--- config.mk ---
export PLATFORM = sky130hd
export DESIGN_NAME = ted_symbol_sched
export DESIGN_NICKNAME = d
export VERILOG_FILES = /design/src/rtl/msk_timing_pkg.sv /design/src/rtl/ted_lock_det.sv /design/src/rtl/ted_symbol_sched.sv
export SDC_FILE = /design/constraint.sdc
export NUM_CORES = 1
export LEC_CHECK = 0
export ABC_AREA = 1
export BUFFER_PORTS_ARGS = -buffer_cell sky130_fd_sc_hd__buf_4
export CAP_MARGIN = 25
export CORE_MARGIN = 4
export CORE_UTILIZATION = 56
export DETAILED_ROUTE_END_ITERATION = 8
export HOLD_SLACK_MARGIN = 0.15
export PLACE_DENSITY_LB_ADDON = 0.1
export SLEW_MARGIN = 5
export SYNTH_ARGS = -nofsm -noshare
export SYNTH_HDL_FRONTEND = slang
export SYNTH_SLANG_ARGS = --single-unit
--- constraint.sdc ---
create_clock -name clk -period 2.05 [get_ports clk]
set_clock_uncertainty 0.05 [all_clocks]
set_input_delay 0.3075 -clock clk [delete_from_list [all_inputs] [get_ports clk]]
set_output_delay 0.3075 -clock clk [all_outputs]
set_load 0.005 [all_outputs]
--- src/rtl/msk_timing_pkg.sv ---
// Shared timing-recovery types and default parameter values.
package msk_timing_pkg;

  localparam int unsigned OSF_DEF         = 20;
  localparam int unsigned MID_DEF         = 10;
  localparam int unsigned ERR_W_DEF       = 32;
  localparam int unsigned LOCK_THRESH_DEF = 1000;
  localparam int unsigned LOCK_CNT_DEF    = 16;
  localparam int unsigned UNLOCK_CNT_DEF  = 4;

  typedef enum logic [1:0] {
    ACQ    = 2'd0,
    TRACK  = 2'd1,
    LOCKED = 2'd2
  } lock_state_t;

endpackage

--- src/rtl/ted_lock_det.sv ---
// Lock detector: counts consecutive good/bad timing-error samples.
module ted_lock_det
  import msk_timing_pkg::*;
#(
  parameter int unsigned ERR_W       = ERR_W_DEF,
  parameter int unsigned LOCK_THRESH = LOCK_THRESH_DEF,
  parameter int unsigned LOCK_CNT    = LOCK_CNT_DEF,
  parameter int unsigned UNLOCK_CNT  = UNLOCK_CNT_DEF
) (
  input  logic             clk,
  input  logic             reset,
  input  logic             err_valid,
  input  logic [ERR_W-1:0] err,
  output logic [1:0]       lock_state,
  output logic             locked
);

  localparam int unsigned G_W = $clog2(LOCK_CNT + 1);
  localparam int unsigned B_W = $clog2(UNLOCK_CNT + 1);
  localparam logic [ERR_W-1:0] ERR_MIN = {1'b1, {(ERR_W-1){1'b0}}};
  localparam logic [ERR_W-1:0] ERR_MAX = {1'b0, {(ERR_W-1){1'b1}}};

  lock_state_t      state_q;
  logic [G_W-1:0]   good_q;
  logic [B_W-1:0]   bad_q;
  logic             locked_q;
  logic [ERR_W-1:0] err_mag;
  logic             is_good;

  // Saturating magnitude: the most negative code maps to the most positive.
  always_comb begin
    err_mag = err;
    if (err == ERR_MIN) begin
      err_mag = ERR_MAX;
    end else if (err[ERR_W-1]) begin
      err_mag = ~err + ERR_W'(1);
    end
    is_good = (err_mag <= ERR_W'(LOCK_THRESH));
  end

  // Lock state machine, advanced once per err_valid pulse.
  always_ff @(posedge clk or posedge reset) begin
    if (reset) begin
      state_q  <= ACQ;
      good_q   <= '0;
      bad_q    <= '0;
      locked_q <= 1'b0;
    end else if (err_valid) begin
      case (state_q)
        ACQ, TRACK: begin
          if (!is_good) begin
            state_q <= TRACK;
            good_q  <= '0;
          end else if (good_q == G_W'(LOCK_CNT - 1)) begin
            state_q  <= LOCKED;
            locked_q <= 1'b1;
            good_q   <= '0;
            bad_q    <= '0;
          end else begin
            state_q <= TRACK;
            good_q  <= good_q + G_W'(1);
          end
        end
        LOCKED: begin
          if (is_good) begin
            bad_q <= '0;
          end else if (bad_q == B_W'(UNLOCK_CNT - 1)) begin
            state_q  <= TRACK;
            locked_q <= 1'b0;
            good_q   <= '0;
            bad_q    <= '0;
          end else begin
            bad_q <= bad_q + B_W'(1);
          end
        end
        default: begin
          state_q  <= ACQ;
          locked_q <= 1'b0;
          good_q   <= '0;
          bad_q    <= '0;
        end
      endcase
    end
  end

  assign lock_state = state_q;
  assign locked     = locked_q;

endmodule

--- src/rtl/ted_symbol_sched.sv ---
// Symbol timing scheduler: sample phase counter, TED strobes, phase adjust and lock status.
module ted_symbol_sched
  import msk_timing_pkg::*;
#(
  parameter int unsigned OSF         = OSF_DEF,
  parameter int unsigned MID         = MID_DEF,
  parameter int unsigned ERR_W       = ERR_W_DEF,
  parameter int unsigned LOCK_THRESH = LOCK_THRESH_DEF,
  parameter int unsigned LOCK_CNT    = LOCK_CNT_DEF,
  parameter int unsigned UNLOCK_CNT  = UNLOCK_CNT_DEF
) (
  input  logic                    clk,
  input  logic                    reset,
  input  logic                    sample_valid,
  input  logic                    err_valid,
  input  logic [ERR_W-1:0]        err,
  input  logic                    adj_req,
  input  logic                    adj_dir,
  output logic                    adj_ack,
  output logic                    early_stb,
  output logic                    mid_stb,
  output logic                    late_stb,
  output logic                    sym_stb,
  output logic [$clog2(OSF)-1:0]  phase,
  output logic [1:0]              lock_state,
  output logic                    locked
);

  localparam int unsigned PH_W = $clog2(OSF);
  localparam logic [PH_W-1:0] PH_LAST  = PH_W'(OSF - 1);
  localparam logic [PH_W-1:0] PH_EARLY = PH_W'(MID - 1);
  localparam logic [PH_W-1:0] PH_MID   = PH_W'(MID);
  localparam logic [PH_W-1:0] PH_LATE  = PH_W'(MID + 1);

  logic [PH_W-1:0] phase_q, phase_d;
  logic            pending_q, pending_d;
  logic            dir_q, dir_d;
  logic            hold_q, hold_d;
  logic            early_q, early_d;
  logic            mid_q, mid_d;
  logic            late_q, late_d;
  logic            sym_q, sym_d;
  logic            ack_q, ack_d;

  // Next phase, strobe decode and adjust handshake.
  always_comb begin
    phase_d   = phase_q;
    pending_d = pending_q;
    dir_d     = dir_q;
    hold_d    = hold_q;
    early_d   = 1'b0;
    mid_d     = 1'b0;
    late_d    = 1'b0;
    sym_d     = 1'b0;
    ack_d     = 1'b0;

    if (sample_valid) begin
      early_d = (phase_q == PH_EARLY);
      mid_d   = (phase_q == PH_MID);
      late_d  = (phase_q == PH_LATE);
      if (phase_q != PH_LAST) begin
        phase_d = phase_q + PH_W'(1);
      end else if (hold_q) begin
        // second sample at the last index of a retarded symbol
        sym_d   = 1'b1;
        phase_d = '0;
        hold_d  = 1'b0;
      end else if (pending_q && !dir_q) begin
        // retard: repeat the last index once more
        hold_d    = 1'b1;
        pending_d = 1'b0;
      end else begin
        sym_d   = 1'b1;
        phase_d = (pending_q && dir_q) ? PH_W'(1) : '0;
        if (pending_q) begin
          pending_d = 1'b0;
        end
      end
    end

    if (adj_req && !pending_q) begin
      pending_d = 1'b1;
      dir_d     = adj_dir;
      ack_d     = 1'b1;
    end
  end

  // Scheduler state and registered outputs.
  always_ff @(posedge clk or posedge reset) begin
    if (reset) begin
      phase_q   <= '0;
      pending_q <= 1'b0;
      dir_q     <= 1'b0;
      hold_q    <= 1'b0;
      early_q   <= 1'b0;
      mid_q     <= 1'b0;
      late_q    <= 1'b0;
      sym_q     <= 1'b0;
      ack_q     <= 1'b0;
    end else begin
      phase_q   <= phase_d;
      pending_q <= pending_d;
      dir_q     <= dir_d;
      hold_q    <= hold_d;
      early_q   <= early_d;
      mid_q     <= mid_d;
      late_q    <= late_d;
      sym_q     <= sym_d;
      ack_q     <= ack_d;
    end
  end

  assign phase     = phase_q;
  assign early_stb = early_q;
  assign mid_stb   = mid_q;
  assign late_stb  = late_q;
  assign sym_stb   = sym_q;
  assign adj_ack   = ack_q;

  ted_lock_det #(
    .ERR_W       (ERR_W),
    .LOCK_THRESH (LOCK_THRESH),
    .LOCK_CNT    (LOCK_CNT),
    .UNLOCK_CNT  (UNLOCK_CNT)
  ) u_lock_det (
    .clk        (clk),
    .reset      (reset),
    .err_valid  (err_valid),
    .err        (err),
    .lock_state (lock_state),
    .locked     (locked)
  );

endmodule

==> impl_results.md <==
- Status: complete, but fails checks
- Failing checks: negative setup slack
- Critical Path End: u_lock_det.good_q[2]
- Post-synth cell types: 34
- Clock root buffer: clkbuf_8
- First-pass GRT wire length: 11.5 mm
- Clock transition at path regs: 90 ps
- Crit-path slowest cell: ha_4
- Worst-path cell chain: buf_6 > clkinv_4 > ha_4 > nand2_4 > nor2_4 > buf_12 > nand3_4 > nand2_4 > buf_4 > nand2_1 > nand2_1 > nor2_1 > nand2_2 > nor2_4 > nand3_4 > nand2_4 > nand2_8 > nand2_8 > buf_6 > nand2_2 > o21ai_2
- Final cycle utilization of the critical path: 1.05
- Die width: 74.0 um
- CP peak stage delay: 170 ps
- Clock Latency Late Sink: 270 ps
- R2R Path End: u_lock_det.good_q[2]
- Row cnt: 23
- Min Tclk post-route: 2160 ps
- Crit path from: err[0]
- Largest cells by area after synthesis: dfrtp_1 25%, nand2_1 20%, nand3_1 8.2%
- Compound-cell area share of the yosys netlist: 0.0673
- Syn Nets: 439
- # setup viols final: 8
- R2R cell count: 7
- GRT Residual Overflow: 0
- CTS buffer count: 3
- Clk buf depth: 2
- Reg-to-reg startpoint: u_lock_det.lock_state[1]
- Vias in the first global route: 2816
- Initial DRC Count: 232
- Kind of critical path: input pin to register
- Slew @ Worst Pin: 611 ps
- GRT Overall Usage: 0.259
- Cell accounting for the most synthesized area: dfrtp_1
- Post-DR wirelength/cell: 13.3 um
- Synth warn: 0
- Die area: 0.00547 mm^2
- DRC: 0
- PD cells: 482 mW/mm^2
- Final net count: 544
- Clock Sinks: 24
- Worst-path fanout max: 7
- DRT antenna net count: 0
- Pins Over Slew Limit: 0
- DR pass1 iterations: 4
- Initial antenna violation count: 0
- Htree depth: 1
- Peak supply drop: 615 uV
- Simple logic cell fraction of the synthesized area: 0.533
- Critical Path AT: 2320 ps
- Mapped Avg Cell Area: 6.17 um^2
- Antenna fix cells: 0
- CTS tree: built
- IO Count: 51
- Main combinational cell family by area after synthesis: simple AND/OR/NAND/NOR gates
- Unrepaired setup endpoints after global routing: yes
- Reg2Reg Setup Slack: 220 ps
- IO Port Bufs: 50
- DR vias: 2998
- Synth Area in XOR/XNOR: 0.0252
- Synthesized area: 0.00244 mm^2
- Pleak: 1.86 nW
- Core ar.: 0.00412 mm^2
- Mux contribution to synthesized area: 0
- Fin cells: 549
- Dpl ws: -349 ps
- Startpoint Class: input pin
- Total power: 1.71 mW
- Worst hold path class: input pin to register
- Synth Area in Adders: 0.0308
- Slew HR: 0.591
- Seq cells post-synth: 24
- Routability Congestion: 0.907
- Fmax: 0.463 GHz
- Final worst setup slack: -112 ps
- Largest net degree at the start of global routing: 27
- Share of cells above drive strength 1: 0.357
- CP Capture Type: register
- Area delta synth->final: 45.9%
- Register area share after synthesis: 0.247
- Min-delay src: adj_dir
- Most used cell, CP: nand2_4
- Vias per Instance: 5.46
- Req. time, crit path: 2210 ps
- Chip height: 74.0 um
- Post-Route WL: 7.31 mm
- Cells after Synth: 395
- Initial Util: 0.592
- Dpl cells: 536
- Share of Yosys cell area claimed by the top area cell type: 0.247
- Hold Violations, Final: 0
- Maxcap violations: 0
- Post-DP HPWL: 5.07 mm
cells by family (layout without fill, tap and decap cells):
kind of cell / after synthesis / in the layout
and+or+nand+nor: 276 / 277
buffers and inverters: 55 / 158
AOI/OAI and AO/OA: 27 / 27
DFF: 24 / 24
xor gates and xnor gates: 7 / 7
adders and majority gates: 6 / 6
metrics by stage:
stage | utilization | hold slack (ps) | TNS (ps) | instance area (um^2)
2_1_floorplan | - | 272 | -3.70 | 2480
3_3_place_gp | 0.783 | 319 | -2270 | 3220
3_5_place_dp | 0.783 | 326 | -3020 | 3220
4_1_cts | 0.824 | 185 | 0 | 3390
5_1_grt | 0.863 | 214 | -1620 | 3550
6_report | 0.863 | 185 | -521 | 3550
layout make-up:
cell class | instances | area (um^2)
flip-flops and latches | 24 | 601
inverters | 49 | 205
multi-input cells | 317 | 1780
repair buffers | 105 | 835
clock buffers | 3 | 41.3
clock inverters | 1 | 30.0
well taps | 50 | 62.6
fillers | 232 | 562
cell usage in the layout, fill, tap and decap left out, types with 8 or more instances in the layout:
cell type,n
inv_1,44
nor2_2,14
nand4_1,8
dfrtp_1,24
nor2_4,8
nand3_1,35
o21ai_0,9
buf_4,97
nand2_1,123
nand2_2,18
nor2_1,41
Yosys cell counts (all sizes together):
| master | instances |
|---|---|
| nand2b | 1 |
| and2 | 1 |
| o31ai | 1 |
| nor3 | 2 |
| xnor2 | 2 |
| a21oi | 3 |
| a21boi | 1 |
| buf | 6 |
| o21a | 2 |
| nor3b | 1 |
| nand2 | 148 |
| nor2 | 64 |
| nand3b | 5 |
| inv | 48 |
| nor4 | 1 |
| o21ai | 20 |
| clkinv | 1 |
| nand4 | 8 |
| nand3 | 45 |
| xor2 | 5 |
| ha | 6 |
| dfrtp | 24 |
routing by layer:
metal / track usage / up-vias / wire length, um
met3: 0.0473 / 26 / 473
met2: 0.486 / 123 / 3710
met5: 0 / - / 0
met4: 0.0604 / 0 / 226
met1: 0.303 / 1385 / 2900
li1: - / 1464 / -
critical path, delay by kind of cell:
kind	cells	cell delay [ps]
and+or+nand+nor	14	1250
AOI/OAI and AO/OA	1	50
adders and majority gates	1	170
buffers and inverters	5	520
where the power goes:
group	internal, mW	switching [mW]	total [mW]
clock network	0.261	0.160	0.422
registers	0.553	0.0791	0.632
logic	0.318	0.342	0.660
total	1.13	0.582	1.71
state kept, by name, summed over array words and instances, names as in the netlist:
signal / count
mid_stb: 1
u_lock_det.locked: 1
u_lock_det.good_q: 5
pending_q: 1
phase: 5
early_stb: 1
u_lock_det.bad_q: 3
u_lock_det.lock_state: 2
sym_stb: 1
dir_q: 1
hold_q: 1
adj_ack: 1
late_stb: 1
what timing repair did:
action	in CTS	in global routing
setup buffers	3	4
resized for setup	10	38
hold buffers	1	0
pin swaps	9	24
endpoints found under the hold margin	24	0
setup endpoints to repair	9	11
cloned	1	0
how the worst min path moves through the flow:
stage / to / slack (ps) / cells past startpoint
finish: dir_q / 180 / 3
global route: dir_q / 210 / 3
CTS: dir_q / 190 / 3
detailed placement: u_lock_det.bad_q[1] / 330 / 3
global placement: u_lock_det.locked / 320 / 3
floorplan: adj_ack / 270 / 1
(Power assumes the default switching activity.)
